[src/rtl/phold_engine.sv]
// ---------------------------------------------------------------------------
// phold_engine
//   One PHOLD event-processing engine. It accepts an incoming event, waits a
//   pseudo-random processing delay and then emits one new event. The new
//   event's timestamp and destination LP are derived from the random word
//   that was captured when the incoming event was accepted.
//
// Parameters
//   NIDB       LP ID width
//   NRB        random word width (must be greater than NIDB)
//   NTB        timestamp width
//   MIN_DELAY  minimum timestamp increment
//   NDB        processing-delay field width (at most NRB-NIDB)
//   ALLOW_SELF 0 redirects an event that would target its own LP
//
// Ports
//   clk            rising-edge clock
//   rst_n          asynchronous active-low reset
//   in_valid       incoming event offered
//   in_ready       engine is idle and can accept an event
//   in_id          ID of the LP receiving the incoming event
//   in_time        incoming event timestamp
//   global_time    current GVT
//   random_in      random word used to generate the new event
//   out_valid      new event available
//   out_ready      consumer accepts the new event
//   out_time       new event timestamp (saturating)
//   out_target     destination LP of the new event
//   out_src        LP that generated the new event
//   evt_count      number of emitted events (wraps)
//   causality_err  sticky: an event older than GVT was accepted
// ---------------------------------------------------------------------------
module phold_engine #(
    parameter int NIDB       = 3,
    parameter int NRB        = 8,
    parameter int NTB        = 16,
    parameter int MIN_DELAY  = 10,
    parameter int NDB        = 3,
    parameter int ALLOW_SELF = 1
) (
    input  logic            clk,
    input  logic            rst_n,
    input  logic            in_valid,
    output logic            in_ready,
    input  logic [NIDB-1:0] in_id,
    input  logic [NTB-1:0]  in_time,
    input  logic [NTB-1:0]  global_time,
    input  logic [NRB-1:0]  random_in,
    output logic            out_valid,
    input  logic            out_ready,
    output logic [NTB-1:0]  out_time,
    output logic [NIDB-1:0] out_target,
    output logic [NIDB-1:0] out_src,
    output logic [15:0]     evt_count,
    output logic            causality_err
);

    typedef enum logic [1:0] {
        S_IDLE,
        S_WORK,
        S_EMIT
    } state_t;

    state_t          r_state;
    logic [NIDB-1:0] r_id;
    logic [NTB-1:0]  r_time;
    logic [NTB-1:0]  r_gvt;
    logic [NRB-1:0]  r_rnd;
    logic [NDB-1:0]  r_cnt;

    logic [NRB-NIDB-1:0] w_rnd_lo;
    logic [NIDB-1:0]     w_target;
    logic [NDB-1:0]      w_delay;
    logic [NTB:0]        w_sum;
    logic [NTB-1:0]      w_time_sat;
    logic [NIDB-1:0]     w_dest;

    assign w_rnd_lo = r_rnd[NRB-NIDB-1:0];
    assign w_target = r_rnd[NRB-1:NRB-NIDB];
    assign w_delay  = r_rnd[NDB-1:0];

    // One extra bit catches overflow so the timestamp can saturate.
    assign w_sum      = {1'b0, r_time} + (NTB+1)'(MIN_DELAY) + (NTB+1)'(w_rnd_lo);
    assign w_time_sat = w_sum[NTB] ? '1 : w_sum[NTB-1:0];

    // Self-targeted events move on to the next LP, wrapping at the top ID.
    assign w_dest = (ALLOW_SELF == 0 && w_target == r_id) ? r_id + NIDB'(1) : w_target;

    assign in_ready = (r_state == S_IDLE);

    always_ff @(posedge clk or negedge rst_n) begin
        if (!rst_n) begin
            r_state       <= S_IDLE;
            r_id          <= '0;
            r_time        <= '0;
            r_gvt         <= '0;
            r_rnd         <= '0;
            r_cnt         <= '0;
            out_valid     <= 1'b0;
            out_time      <= '0;
            out_target    <= '0;
            out_src       <= '0;
            evt_count     <= '0;
            causality_err <= 1'b0;
        end else begin
            case (r_state)
                S_IDLE: begin
                    if (in_valid) begin
                        r_id    <= in_id;
                        r_time  <= in_time;
                        r_gvt   <= global_time;
                        r_rnd   <= random_in;
                        r_cnt   <= '0;
                        r_state <= S_WORK;
                    end
                end
                S_WORK: begin
                    // The counter is zero only on the first WORK cycle, so the
                    // causality check runs exactly once per accepted event.
                    if (r_cnt == '0 && r_time < r_gvt) begin
                        causality_err <= 1'b1;
                    end
                    if (r_cnt != w_delay) begin
                        r_cnt <= r_cnt + NDB'(1);
                    end else begin
                        r_state    <= S_EMIT;
                        out_valid  <= 1'b1;
                        out_time   <= w_time_sat;
                        out_target <= w_dest;
                        out_src    <= r_id;
                    end
                end
                S_EMIT: begin
                    if (out_ready) begin
                        r_state   <= S_IDLE;
                        out_valid <= 1'b0;
                        evt_count <= evt_count + 16'd1;
                    end
                end
                default: begin
                    r_state <= S_IDLE;
                end
            endcase
        end
    end

endmodule

[config.mk]
export PLATFORM = sky130hd
export DESIGN_NAME = phold_engine
export DESIGN_NICKNAME = d
export VERILOG_FILES = /design/src/rtl/phold_engine.sv
export SDC_FILE = /design/constraint.sdc
export NUM_CORES = 1
export LEC_CHECK = 0
export BUFFER_PORTS_ARGS = -buffer_cell sky130_fd_sc_hd__buf_2
export CAP_MARGIN = 20
export CORE_ASPECT_RATIO = 1.75
export CORE_MARGIN = 3
export CORE_UTILIZATION = 55
export CTS_BUF_LIST = sky130_fd_sc_hd__clkbuf_4 sky130_fd_sc_hd__clkbuf_8
export DETAILED_ROUTE_END_ITERATION = 8
export HOLD_SLACK_MARGIN = 0.1
export PLACE_DENSITY = 0.8
export SETUP_SLACK_MARGIN = 0.1
export SYNTH_ARGS = -nofsm -noshare
export SYNTH_HDL_FRONTEND = slang
export SYNTH_SLANG_ARGS = --single-unit
[constraint.sdc]
create_clock -name clk -period 2.4 [get_ports clk]
set_input_delay 0.48 -clock clk [delete_from_list [all_inputs] [get_ports clk]]
set_output_delay 0.48 -clock clk [all_outputs]
set_load 0.05 [all_outputs]
==> summary.md, run 1 <==
| Metric | Value |
|---|---|
| Reg clk slew, reported paths | `0.08 ns` |
| Routed met3 length | `421 µm` |
| Synth cell types | `44` |
| Routed vias | `3288` |
| Metal-1 WL | `3.70 mm` |
| CTS H-tree depth | `3` |
| DR WL/cell | `15.9 µm` |
| Post-synth net total | `480` |
| CTS Buf Count | `9` |
| Starting Density | `57.9%` |
| Fmax | `0.443 GHz` |
| Drt first pass iters | `4` |
| First-pass GRT wire length | `14.9 mm` |
| CP endpoint kind | `flip-flop` |
| Number of enable flip-flop cells after synthesis | `0` |
| Worst vdd ir | `0.908 mV` |
| Worst EP required | `2.69 ns` |
| Final Wtd Congestion | `0.836` |
| Hold Vio Cnt, Final | `0` |
| Status | `completed` |
| Worst flop-to-flop path startpoint | `r_rnd[1]` |
| Post-synthesis cell area | `4280 µm²` |
| #FFs+latches synth | `88` |
| Critical Path, Cell by Cell | `inv_1, ha_1, inv_1, ha_2, fa_2, a21oi_4, o22ai_4, and4_1, and3b_2, o21ai_1` |
| Largest area contributor in the netlist | `dfrtp_1` |
| Hold_sp | `global_time[7]` |
| Slowest cell on crit path | `fa_2` |
| Drt drc | `0` |
| Die area | `8910 µm²` |
| Most frequent cells in the layout | `88 x dfrtp_1, 86 x buf_2, 58 x nand2_1, 26 x inv_1, 26 x o21ai_0` |
| Hold Crit Class | `input pin to flip-flop` |
| Top sig layer | `met4` |
| Core ar. | `7390 µm²` |
| Comb power frac | `54.2%` |
| Synth Area per Inst | `10.6 µm²` |
| Drt total wl | `9.42 mm` |
| Worst setup SP type | `flip-flop` |
| CTS tree | `yes` |
| Fin util | `70.1%` |
| Least-Margin Pin Slew | `0.452 ns` |
| Share of the synthesized area in the top cell type | `51.5%` |
| Hold Path Depth | `3` |
| Layout cell share with drive strength beyond 1 | `31.0%` |
| IO Pins | `88` |
| DR iter-0 viols | `233` |
| Final Critical Period | `2.26 ns` |
| Slew Limit Fails | `0` |
| Yosys warns | `0` |
| Worst-Skew Late Latency | `0.36 ns` |
| Worst setup path start | `r_rnd[1]` |
| Initial antenna violation count | `0` |
| Ys async rst share | `100%` |
| Clock root buffer | `clkbuf_8` |
| IO Port Bufs | `87` |
| Number of global-route vias before repair | `3228` |
| ANT cells | `0` |
| Static Leakage | `2.51 nW` |
| Slew HR | `69.8%` |
| Final period utilization | `94.1%` |
| Hold Crit Endpoint | `r_gvt[7]` |
| Sequential share of power | `33.0%` |
| CTS max path bufs | `2` |
| Sw Share | `45.0%` |
| Die Span Y | `123 µm` |
| Setup slack, reg-to-reg | `0.14 ns` |
| Total power | `7.95 mW` |
| Power per cell area | `1540 nW/µm²` |
| GRT overflow | `0` |
| Placement Rows | `41` |
| Post-route ant nets | `0` |
| Clock skew | `0.00748 ns` |
| Post-synthesis sequential area ratio | `51.5%` |
| Vias/cell | `5.55` |
| DP Wirelength | `6.91 mm` |
| # clock sinks | `88` |
| Crit path DAT | `2.55 ns` |
| Syn-to-layout area delta | `21.0%` |
| RR Endpoint | `out_time[15]` |
| P_int | `4.37 mW` |
| Setup TNS Final | `0 ns` |
| Sw power | `3.58 mW` |
| Nets | `578` |
| Setup repair after global routing missed its margin | `true` |
| Clock power share | `12.8%` |
| GR Util All Layers | `21.7%` |
| Met2 wire length | `4.95 mm` |
| Largest cells by area after synthesis | `dfrtp_1 51%, ha_1 8.2%, mux2_2 6.1%, nand2_1 5.1%, xnor2_1 4.3%` |
| Slowest stage delay, CP | `0.42 ns` |
| Endpoints failing setup | `0` |
| Synthesized netlist cell count | `404` |
| Reg2Reg Depth | `10` |
| Most common cell after layout, fill and taps aside | `dfrtp_1` |
| Die width | `72.7 µm` |
| Total of max-cap violations | `0` |
| Largest net degree at the start of global routing | `59` |
| CP dominant cell by count | `inv_1` |
| Top FF cell, synth | `dfrtp_1` |
| CP max FO | `5` |
| Worst setup path class | `flip-flop to flip-flop` |
-- critical path, delay by kind of cell (launching register included) --
kind | cells | cell delay [ns]
AOI/OAI and AO/OA | 3 | 0.41
adders and majority gates | 3 | 0.90
buffers and inverters | 2 | 0.12
DFF | 1 | 0.37
and+or+nand+nor | 2 | 0.39
-- timing repair --
action | in CTS | in global routing
hold buffers | 1 | 0
endpoints found under the hold margin | 35 | 0
buffers inserted | 1 | 4
gates resized for setup | 5 | 11
pin swaps | 2 | 4
setup endpoints to repair | 16 | 16
-- final cells by class --
class | count | area, µm²
multi-input combinational | 275 | 2000
fill | 589 | 2210
timing repair buffer | 100 | 567
sequential | 88 | 2200
tap | 86 | 108
clock buffer | 12 | 153
clock inverter | 3 | 42.5
inverter | 28 | 105
-- flip-flops by register name, indices dropped and copies added, names as in the netlist --
| signal | cells |
|---|---|
| r_gvt | 16 |
| out_target | 3 |
| r_id | 3 |
| out_time | 16 |
| r_cnt | 3 |
| r_rnd | 8 |
| r_state | 2 |
| evt_count | 16 |
| r_time | 16 |
| out_valid | 1 |
| out_src | 3 |
| causality_err | 1 |
-- worst max path at each step --
stage	to	slack [ns]	depth (start not counted)
floorplan	r_gvt[0]	0.17	6
global placement	out_time[15]	0.09	10
detailed placement	out_time[15]	-0.04	10
CTS	out_time[15]	0.1	10
global route	out_time[10]	0.05	10
finish	out_time[15]	0.14	10
-- logic make-up (layout without fill, tap and decap cells) --
family | after synthesis | count (layout) | synth area share (%)
compound gates | 65 | 65 | 9.65
buf+inv | 41 | 143 | 3.89
xor+xnor | 28 | 28 | 5.73
fa+ha+maj | 29 | 29 | 8.66
flops | 88 | 88 | 51.5
simple gates | 129 | 129 | 14.3
mux | 24 | 24 | 6.29
-- metrics by stage --
step	worst slack (ns)	hold slack, ns	cells	instance area, µm²
floorplan	0.175	0.184	404	4280
global placement	0.0948	0.443	571	4840
detailed placement	-0.0359	0.449	571	4840
CTS	0.0983	0.304	588	5090
global route	0.0516	0.314	592	5180
finish	0.141	0.325	592	5180
-- layer usage --
layer	vias to the layer above	GRT usage (%)
li1	1570	-
met1	1606	25.0
met2	85	36.7
met3	27	5.25
met4	0	11.3
met5	-	0
-- power by group through the flow --
stage / Combinational (mW) / Clock, mW / Sequential [mW]
6_report: 4.31 / 1.01 / 2.63
3_3_place_gp: 3.73 / 0 / 2.58
2_1_floorplan: 2.24 / 0 / 3.22
4_1_cts: 4.08 / 1.04 / 2.60
3_5_place_dp: 3.89 / 0 / 2.62
5_1_grt: 4.67 / 1.10 / 2.70
-- synthesized netlist by cell type, types with 2 or more instances --
cell      count
inv_1        28
dfrtp_1      88
ha_1         28
and4_1        3
mux2_2       23
and3_1        6
clkbuf_1      5
a21o_1        2
o21bai_1      2
o211ai_1      2
xor2_1        7
nor2_1       26
and2_1        2
a31oi_1      10
nand2_1      58
nor3_1        2
xnor2_1      21
a21oi_1      11
o21ai_0      27
nand2b_1      3
buf_2         7
and3b_2       2
a211oi_1      2
nand3_1      10
nand4_1       8
nor2b_1       3
Note: power is estimated with default switching activity, not from simulation.
==> inputs of run 2 (changes only) <==
- PLACE_DENSITY: 0.8 -> 0.81
==> run 2 against run 1 <==
Against the previous run:
- first-iteration DRC count shrank 19%
- worst setup slack got worse by 0.055 ns
- register-to-register slack got worse by 0.06 ns
- combinational power up 4%
- sequential share of layout area down 0.74 points
- sequential cell count did not move
- clock skew increased by 0.0029 ns
- core utilization increased by 1.2 points
- critical path type unchanged
- critical endpoint is now out_time[10]
- largest cell class unchanged
- highest routed layer unchanged
==> summary.md, run 2 (same netlist as run 1, synthesis figures left out) <==
| Metric | Value |
|---|---|
| Critical Path Stages | `7 (was 10)` |
| Total of max-cap violations | `0 (unchanged)` |
| CTS tree | `yes (unchanged)` |
| CP max FO | `3 (was 5)` |
| CTS Buf Count | `9 (unchanged)` |
| Core ar. | `7390 µm² (unchanged)` |
| DR WL/cell | `16.1 µm (was 15.9 µm)` |
| Most common cell after layout, fill and taps aside | `dfrtp_1 (unchanged)` |
| ANT cells | `0 (unchanged)` |
| Slew Limit Fails | `0 (unchanged)` |
| Die width | `72.7 µm (unchanged)` |
| Final Critical Period | `2.31 ns (was 2.26 ns)` |
| Worst flop-to-flop path startpoint | `r_rnd[2] (was r_rnd[1])` |
| CP top delay family | `compound AO/OA/AOI/OAI gates (was adder cells)` |
| Slowest stage delay, CP | `0.49 ns (was 0.42 ns)` |
| Starting Density | `57.9% (unchanged)` |
| DR iter-0 viols | `189 (was 233)` |
| Final worst slack | `0.0862 ns (was 0.141 ns)` |
| GRT overflow | `0 (unchanged)` |
| Worst vdd ir | `0.722 mV (was 0.908 mV)` |
| Fmax | `0.432 GHz (was 0.443 GHz)` |
| IO Pins | `88 (unchanged)` |
| Critical Path, Cell by Cell | `ha_4, ha_4, a21o_1, a2111oi_4, and3b_2, xnor2_2, a31oi_1 (was inv_1, ha_1, inv_1, ha_2, fa_2, a21oi_4, o22ai_4, and4_1, and3b_2, o21ai_1)` |
| Least-Margin Pin Slew | `0.499 ns (was 0.452 ns)` |
| Total power | `8.15 mW (was 7.95 mW)` |
| Setup slack, reg-to-reg | `0.09 ns (was 0.14 ns)` |
| Status | `completed (unchanged)` |
| First-pass GRT wire length | `15.4 mm (was 14.9 mm)` |
| GR Util All Layers | `22.4% (was 21.7%)` |
| Largest net degree at the start of global routing | `64 (was 59)` |
| Drt total wl | `9.61 mm (was 9.42 mm)` |
| Layout cell share with drive strength beyond 1 | `33.3% (was 31.0%)` |
| Number of global-route vias before repair | `3399 (was 3228)` |
| CTS H-tree depth | `3 (unchanged)` |
| Vias/cell | `5.48 (was 5.55)` |
| Slowest cell on crit path | `a2111oi_4 (was fa_2)` |
| Syn-to-layout area delta | `23.2% (was 21.0%)` |
| # clock sinks | `88 (unchanged)` |
| Worst Setup EP | `out_time[10] (was out_time[15])` |
| Clock skew | `0.0103 ns (was 0.00748 ns)` |
| Hold Vio Cnt, Final | `0 (unchanged)` |
| Bufs and invs on worst path | `0 (was 2)` |
| Clock root buffer | `clkbuf_8 (unchanged)` |
| Drt drc | `0 (unchanged)` |
| Reg clk slew, reported paths | `0.09 ns (was 0.08 ns)` |
| Nets | `582 (was 578)` |
| Slew HR | `66.7% (was 69.8%)` |
| Most frequent cells in the layout | `88 x dfrtp_1, 86 x buf_2, 58 x nand2_1, 26 x o21ai_0, 24 x nor2_1 (was 88 x dfrtp_1, 86 x buf_2, 58 x nand2_1, 26 x inv_1, 26 x o21ai_0)` |
| Pre-CTS setup slack | `0.0267 ns (was -0.0359 ns)` |
| Crit path DAT | `2.59 ns (was 2.55 ns)` |
| Routed vias | `3270 (was 3288)` |
| Final Wtd Congestion | `0.874 (was 0.836)` |
| IO Port Bufs | `87 (unchanged)` |
| Reg2Reg Depth | `7 (was 10)` |
| Power per cell area | `1550 nW/µm² (was 1540 nW/µm²)` |
| Worst setup path start | `r_rnd[2] (was r_rnd[1])` |
| Worst setup path class | `flip-flop to flip-flop (unchanged)` |
| Initial antenna violation count | `0 (unchanged)` |
| Worst-Skew Late Latency | `0.36 ns (about the same)` |
| Dpl cells | `574 (was 571)` |
| Setup repair after global routing missed its margin | `true (unchanged)` |
| Layout Cells excl Fill | `597 (was 592)` |
| DP Wirelength | `6.85 mm (was 6.91 mm)` |
| Die Span Y | `123 µm (unchanged)` |
| Hold_sp | `global_time[5] (was global_time[7])` |
| CTS max path bufs | `2 (unchanged)` |
| Post-route ant nets | `0 (unchanged)` |
| Worst setup SP type | `flip-flop (unchanged)` |
| Final period utilization | `96.4% (was 94.1%)` |
| Static Leakage | `2.54 nW (was 2.51 nW)` |
| Hold Crit Class | `input pin to flip-flop (unchanged)` |
| Die area | `8910 µm² (unchanged)` |
| RR Endpoint | `out_time[10] (was out_time[15])` |
| Endpoints failing setup | `0 (unchanged)` |
| Placement Rows | `41 (unchanged)` |
| CP dominant cell by count | `ha_4 (was inv_1)` |
| CP endpoint kind | `flip-flop (unchanged)` |
| Drt first pass iters | `4 (unchanged)` |
| Worst EP required | `2.68 ns (was 2.69 ns)` |
run 2: changes by cell type in the layout (fill, tap and decap cells not counted), moves of 2 or more:
cell / delta
nor2_4: +2
ha_1: -3
buf_4: +5
ha_4: +4
xnor2_2: +2
inv_1: -3
inv_2: +3
xnor2_1: -2
run 2: what timing repair did:
item / CTS / global route
buffers inserted: 1 / 5
setup endpoints to repair: 13 / 16
endpoints found under the hold margin: 33 / 0
hold buffers: 1 / 0
resized for setup: 2 / 22
pin swaps: 1 / 8
run 2: worst min-delay path by stage:
stage	to	cells past startpoint
4_1_cts	r_gvt[5]	3
2_1_floorplan	causality_err	0
6_report	r_gvt[5]	3
3_5_place_dp	out_target[2]	2
3_3_place_gp	out_target[1]	2
5_1_grt	r_gvt[14]	3
run 2: stage by stage:
stage / hold WS (ns) / util (%) / TNS [ns] / cell area, µm²
floorplan: 0.184 / - / 0 / 4280
global placement: 0.442 / 65.9 / 0 / 4860
detailed placement: 0.447 / 65.9 / 0 / 4860
CTS: 0.302 / 69.0 / 0 / 5090
global route: 0.311 / 71.3 / -0.0465 / 5270
finish: 0.320 / 71.3 / 0 / 5270
run 2: tightest hold or removal path: stages:
cell and delay (ns):
buf_2 0.07, nand2_1 0.04, o21ai_0 0.05
run 2: cell type report:
class,count,area (µm²)
repair buffers,104,593
inverters,28,105
clock inverters,5,56.3
multi-input cells,275,2060
clock buffers,11,145
fillers,536,2120
flip-flops and latches,88,2200
well taps,86,108
run 2: routing by layer:
layer  wire [µm]  GRT usage, %  vias to the layer above
met2        5190          39.7                       96
met5           0             0                        -
li1            -             -                     1587
met3         459          4.67                       26
met4         301          12.7                        0
met1        3650          24.2                     1561
run 2: power breakdown:
group          internal (mW)  total, mW  switching (mW)
Sequential              2.10       2.63           0.527
Clock                  0.519       1.03           0.509
Combinational           1.85       4.49            2.64
Total                   4.47       8.15            3.68
==> inputs of run 3 (changes only) <==
==> constraint.sdc (replaced) <==
create_clock -name clk -period 2.4 [get_ports clk]
set_input_delay 0.12 -clock clk [delete_from_list [all_inputs] [get_ports clk]]
set_output_delay 0.12 -clock clk [all_outputs]
set_load 0.05 [all_outputs]
==> run 3 against run 2 <==
Against the previous run:
- clock power up 8%
- sequential share of layout area down 2.9 points
- maximum frequency up 3.4%
- critical endpoint unchanged
==> summary.md, run 3 (same netlist as run 1, synthesis figures left out) <==
| Metric | Value |
|---|---|
| Status | `completed (unchanged)` |
| CTS tree | `yes (unchanged)` |
| Drt total wl | `10.3 mm (was 9.61 mm)` |
| Static Leakage | `2.72 nW (was 2.54 nW)` |
| Largest net degree at the start of global routing | `64 (unchanged)` |
| Crit path DAT | `2.49 ns (was 2.59 ns)` |
| Slowest cell on crit path | `dfrtp_1 (was a2111oi_4)` |
| CTS Buf Count | `9 (unchanged)` |
| CP max FO | `4 (was 3)` |
| # clock sinks | `88 (unchanged)` |
| FILL cells | `478 (was 536)` |
| Most common cell after layout, fill and taps aside | `dfrtp_1 (unchanged)` |
| Final period utilization | `93.3% (was 96.4%)` |
| CTS H-tree depth | `3 (unchanged)` |
| Final Critical Period | `2.24 ns (was 2.31 ns)` |
| Worst vdd ir | `0.895 mV (was 0.722 mV)` |
| CP endpoint kind | `flip-flop (unchanged)` |
| IO Port Bufs | `87 (unchanged)` |
| Routed vias | `3466 (was 3270)` |
| GRT overflow | `0 (unchanged)` |
| Total of max-cap violations | `0 (unchanged)` |
| GR Util All Layers | `24.0% (was 22.4%)` |
| FF/Latch Area | `2200 µm² (unchanged)` |
| Placement Rows | `41 (unchanged)` |
| Core ar. | `7390 µm² (unchanged)` |
| Slew HR | `67.6% (was 66.7%)` |
| DP Wirelength | `6.78 mm (was 6.85 mm)` |
| IO Pins | `88 (unchanged)` |
| Worst Hold Slack | `0.159 ns (was 0.320 ns)` |
| Starting Density | `57.9% (unchanged)` |
| Critical Path, Cell by Cell | `inv_2, ha_4, inv_2, ha_4, and3_4, a2111oi_4, buf_4, and3b_2, xnor2_1, a31oi_1 (was ha_4, ha_4, a21o_1, a2111oi_4, and3b_2, xnor2_2, a31oi_1)` |
| ANT cells | `0 (unchanged)` |
| Nets | `625 (was 582)` |
| Slowest stage delay, CP | `0.39 ns (was 0.49 ns)` |
| Layout cell share with drive strength beyond 1 | `30.0% (was 33.3%)` |
| Die width | `72.7 µm (unchanged)` |
| Fmax | `0.447 GHz (was 0.432 GHz)` |
| Clock root buffer | `clkbuf_8 (unchanged)` |
| Setup TNS Final | `0 ns (unchanged)` |
| Reg clk slew, reported paths | `0.09 ns (about the same)` |
| Endpoints failing setup | `0 (unchanged)` |
| Number of global-route vias before repair | `3587 (was 3399)` |
| CP top delay family | `adder cells (was compound AO/OA/AOI/OAI gates)` |
| Drt first pass iters | `4 (unchanged)` |
| Most frequent cells in the layout | `88 x dfrtp_1, 86 x buf_2, 58 x nand2_1, 45 x dlygate4sd3_1, 26 x o21ai_0 (was 88 x dfrtp_1, 86 x buf_2, 58 x nand2_1, 26 x o21ai_0, 24 x nor2_1)` |
| Worst EP required | `2.65 ns (was 2.68 ns)` |
| Initial antenna violation count | `0 (unchanged)` |
| Worst setup path class | `flip-flop to flip-flop (unchanged)` |
| Least-Margin Pin Slew | `0.487 ns (was 0.499 ns)` |
| Worst setup SP type | `flip-flop (unchanged)` |
| Hold Crit Class | `input pin to flip-flop (unchanged)` |
| Worst-Skew Late Latency | `0.37 ns (was 0.36 ns)` |
| Multi-input logic area | `2010 µm² (was 2060 µm²)` |
| Drt drc | `0 (unchanged)` |
| Die area | `8910 µm² (unchanged)` |
| Clock skew | `0.00850 ns (was 0.0103 ns)` |
| Post-route ant nets | `0 (unchanged)` |
| First-pass GRT wire length | `16.5 mm (was 15.4 mm)` |
| Vias/cell | `5.42 (was 5.48)` |
| Syn-to-layout area delta | `32.5% (was 23.2%)` |
| DR iter-0 viols | `245 (was 189)` |
| Bufs and invs on worst path | `3 (was 0)` |
| Slew Limit Fails | `0 (unchanged)` |
| DR WL/cell | `16.1 µm (about the same)` |
| CTS max path bufs | `2 (unchanged)` |
| Final Wtd Congestion | `0.858 (was 0.874)` |
| Hold Vio Cnt, Final | `0 (unchanged)` |
| Setup repair after global routing missed its margin | `false (was true)` |
| Power per cell area | `1440 nW/µm² (was 1550 nW/µm²)` |
| Die Span Y | `123 µm (unchanged)` |
| Fin util | `76.7% (was 71.3%)` |
-- run 3: cell types whose count changed in the layout (fill, tap and decap cells not counted), sizes merged --
cell / delta
bufinv: +1
clkbuf: -1
dlygate4sd3: +44
clkinvlp: -1
clkinv: +1
buf: -1
-- run 3: layout make-up --
cell class                      count  share of cell area, %
Clock buffer                       10                   2.32
Timing Repair Buffer              147                   18.1
Tap cell                           86                   1.90
Sequential cell                    88                   38.9
Clock inverter                      6                   1.48
Inverter                           28                   1.85
Multi-Input combinational cell    275                   35.5
-- run 3: report_power, final --
group          internal, mW  total (mW)  switching (mW)
clock                 0.594        1.11           0.516
combinational          1.82        4.42            2.60
sequential             2.10        2.63           0.523
total                  4.52        8.15            3.64
-- run 3: path summary, 6_finish.rpt --
check / from / to / slack (ns) / cells past startpoint
setup / recovery: r_time[3] / out_time[10] / 0.16 / 10
max in group asynchronous: rst_n / r_time[1] / 1.51 / 3
hold / removal: in_valid / r_cnt[2] / 0.16 / 4
setup reg to reg: r_time[3] / out_time[10] / 0.16 / 10
min in group asynchronous: rst_n / out_time[8] / 0.25 / 2
hold reg to reg: evt_count[15] / evt_count[15] / 0.46 / 1
-- run 3: worst reg2reg max path, stage by stage, from the launching register on --
cell	delay (ns)
dfrtp_1	0.39
inv_2	0.07
ha_4	0.26
inv_2	0.04
ha_4	0.21
and3_4	0.17
a2111oi_4	0.34
buf_4	0.19
and3b_2	0.21
xnor2_1	0.15
a31oi_1	0.09
-- run 3: timing repair --
item / 4_1_cts / 5_1_grt
endpoints found under the setup margin: 13 / 16
gates resized for setup: 5 / 13
setup buffers: 1 / 5
pin swaps: 2 / 9
hold buffers: 45 / 0
endpoints found under the hold margin: 81 / 0
-- run 3: metrics by stage --
| step | instance area (µm²) | std cells | power, mW | worst slack [ns] |
|---|---|---|---|---|
| floorplan | 4280 | 404 | 5.46 | 0.175 |
| global placement | 4860 | 573 | 6.34 | 0.0989 |
| detailed placement | 4860 | 573 | 6.50 | 0.0131 |
| CTS | 5570 | 635 | 7.84 | 0.105 |
| global route | 5670 | 640 | 8.75 | 0.0646 |
| finish | 5670 | 640 | 8.15 | 0.161 |
-- run 3: metal layers --
metal / GRT usage [%] / wire length (µm) / vias to the layer above
met2: 43.2 / 5680 / 101
met1: 26.9 / 3870 / 1674
met4: 9.47 / 265 / 0
met5: 0 / 0 / -
li1: - / - / 1672
met3: 5.49 / 483 / 19
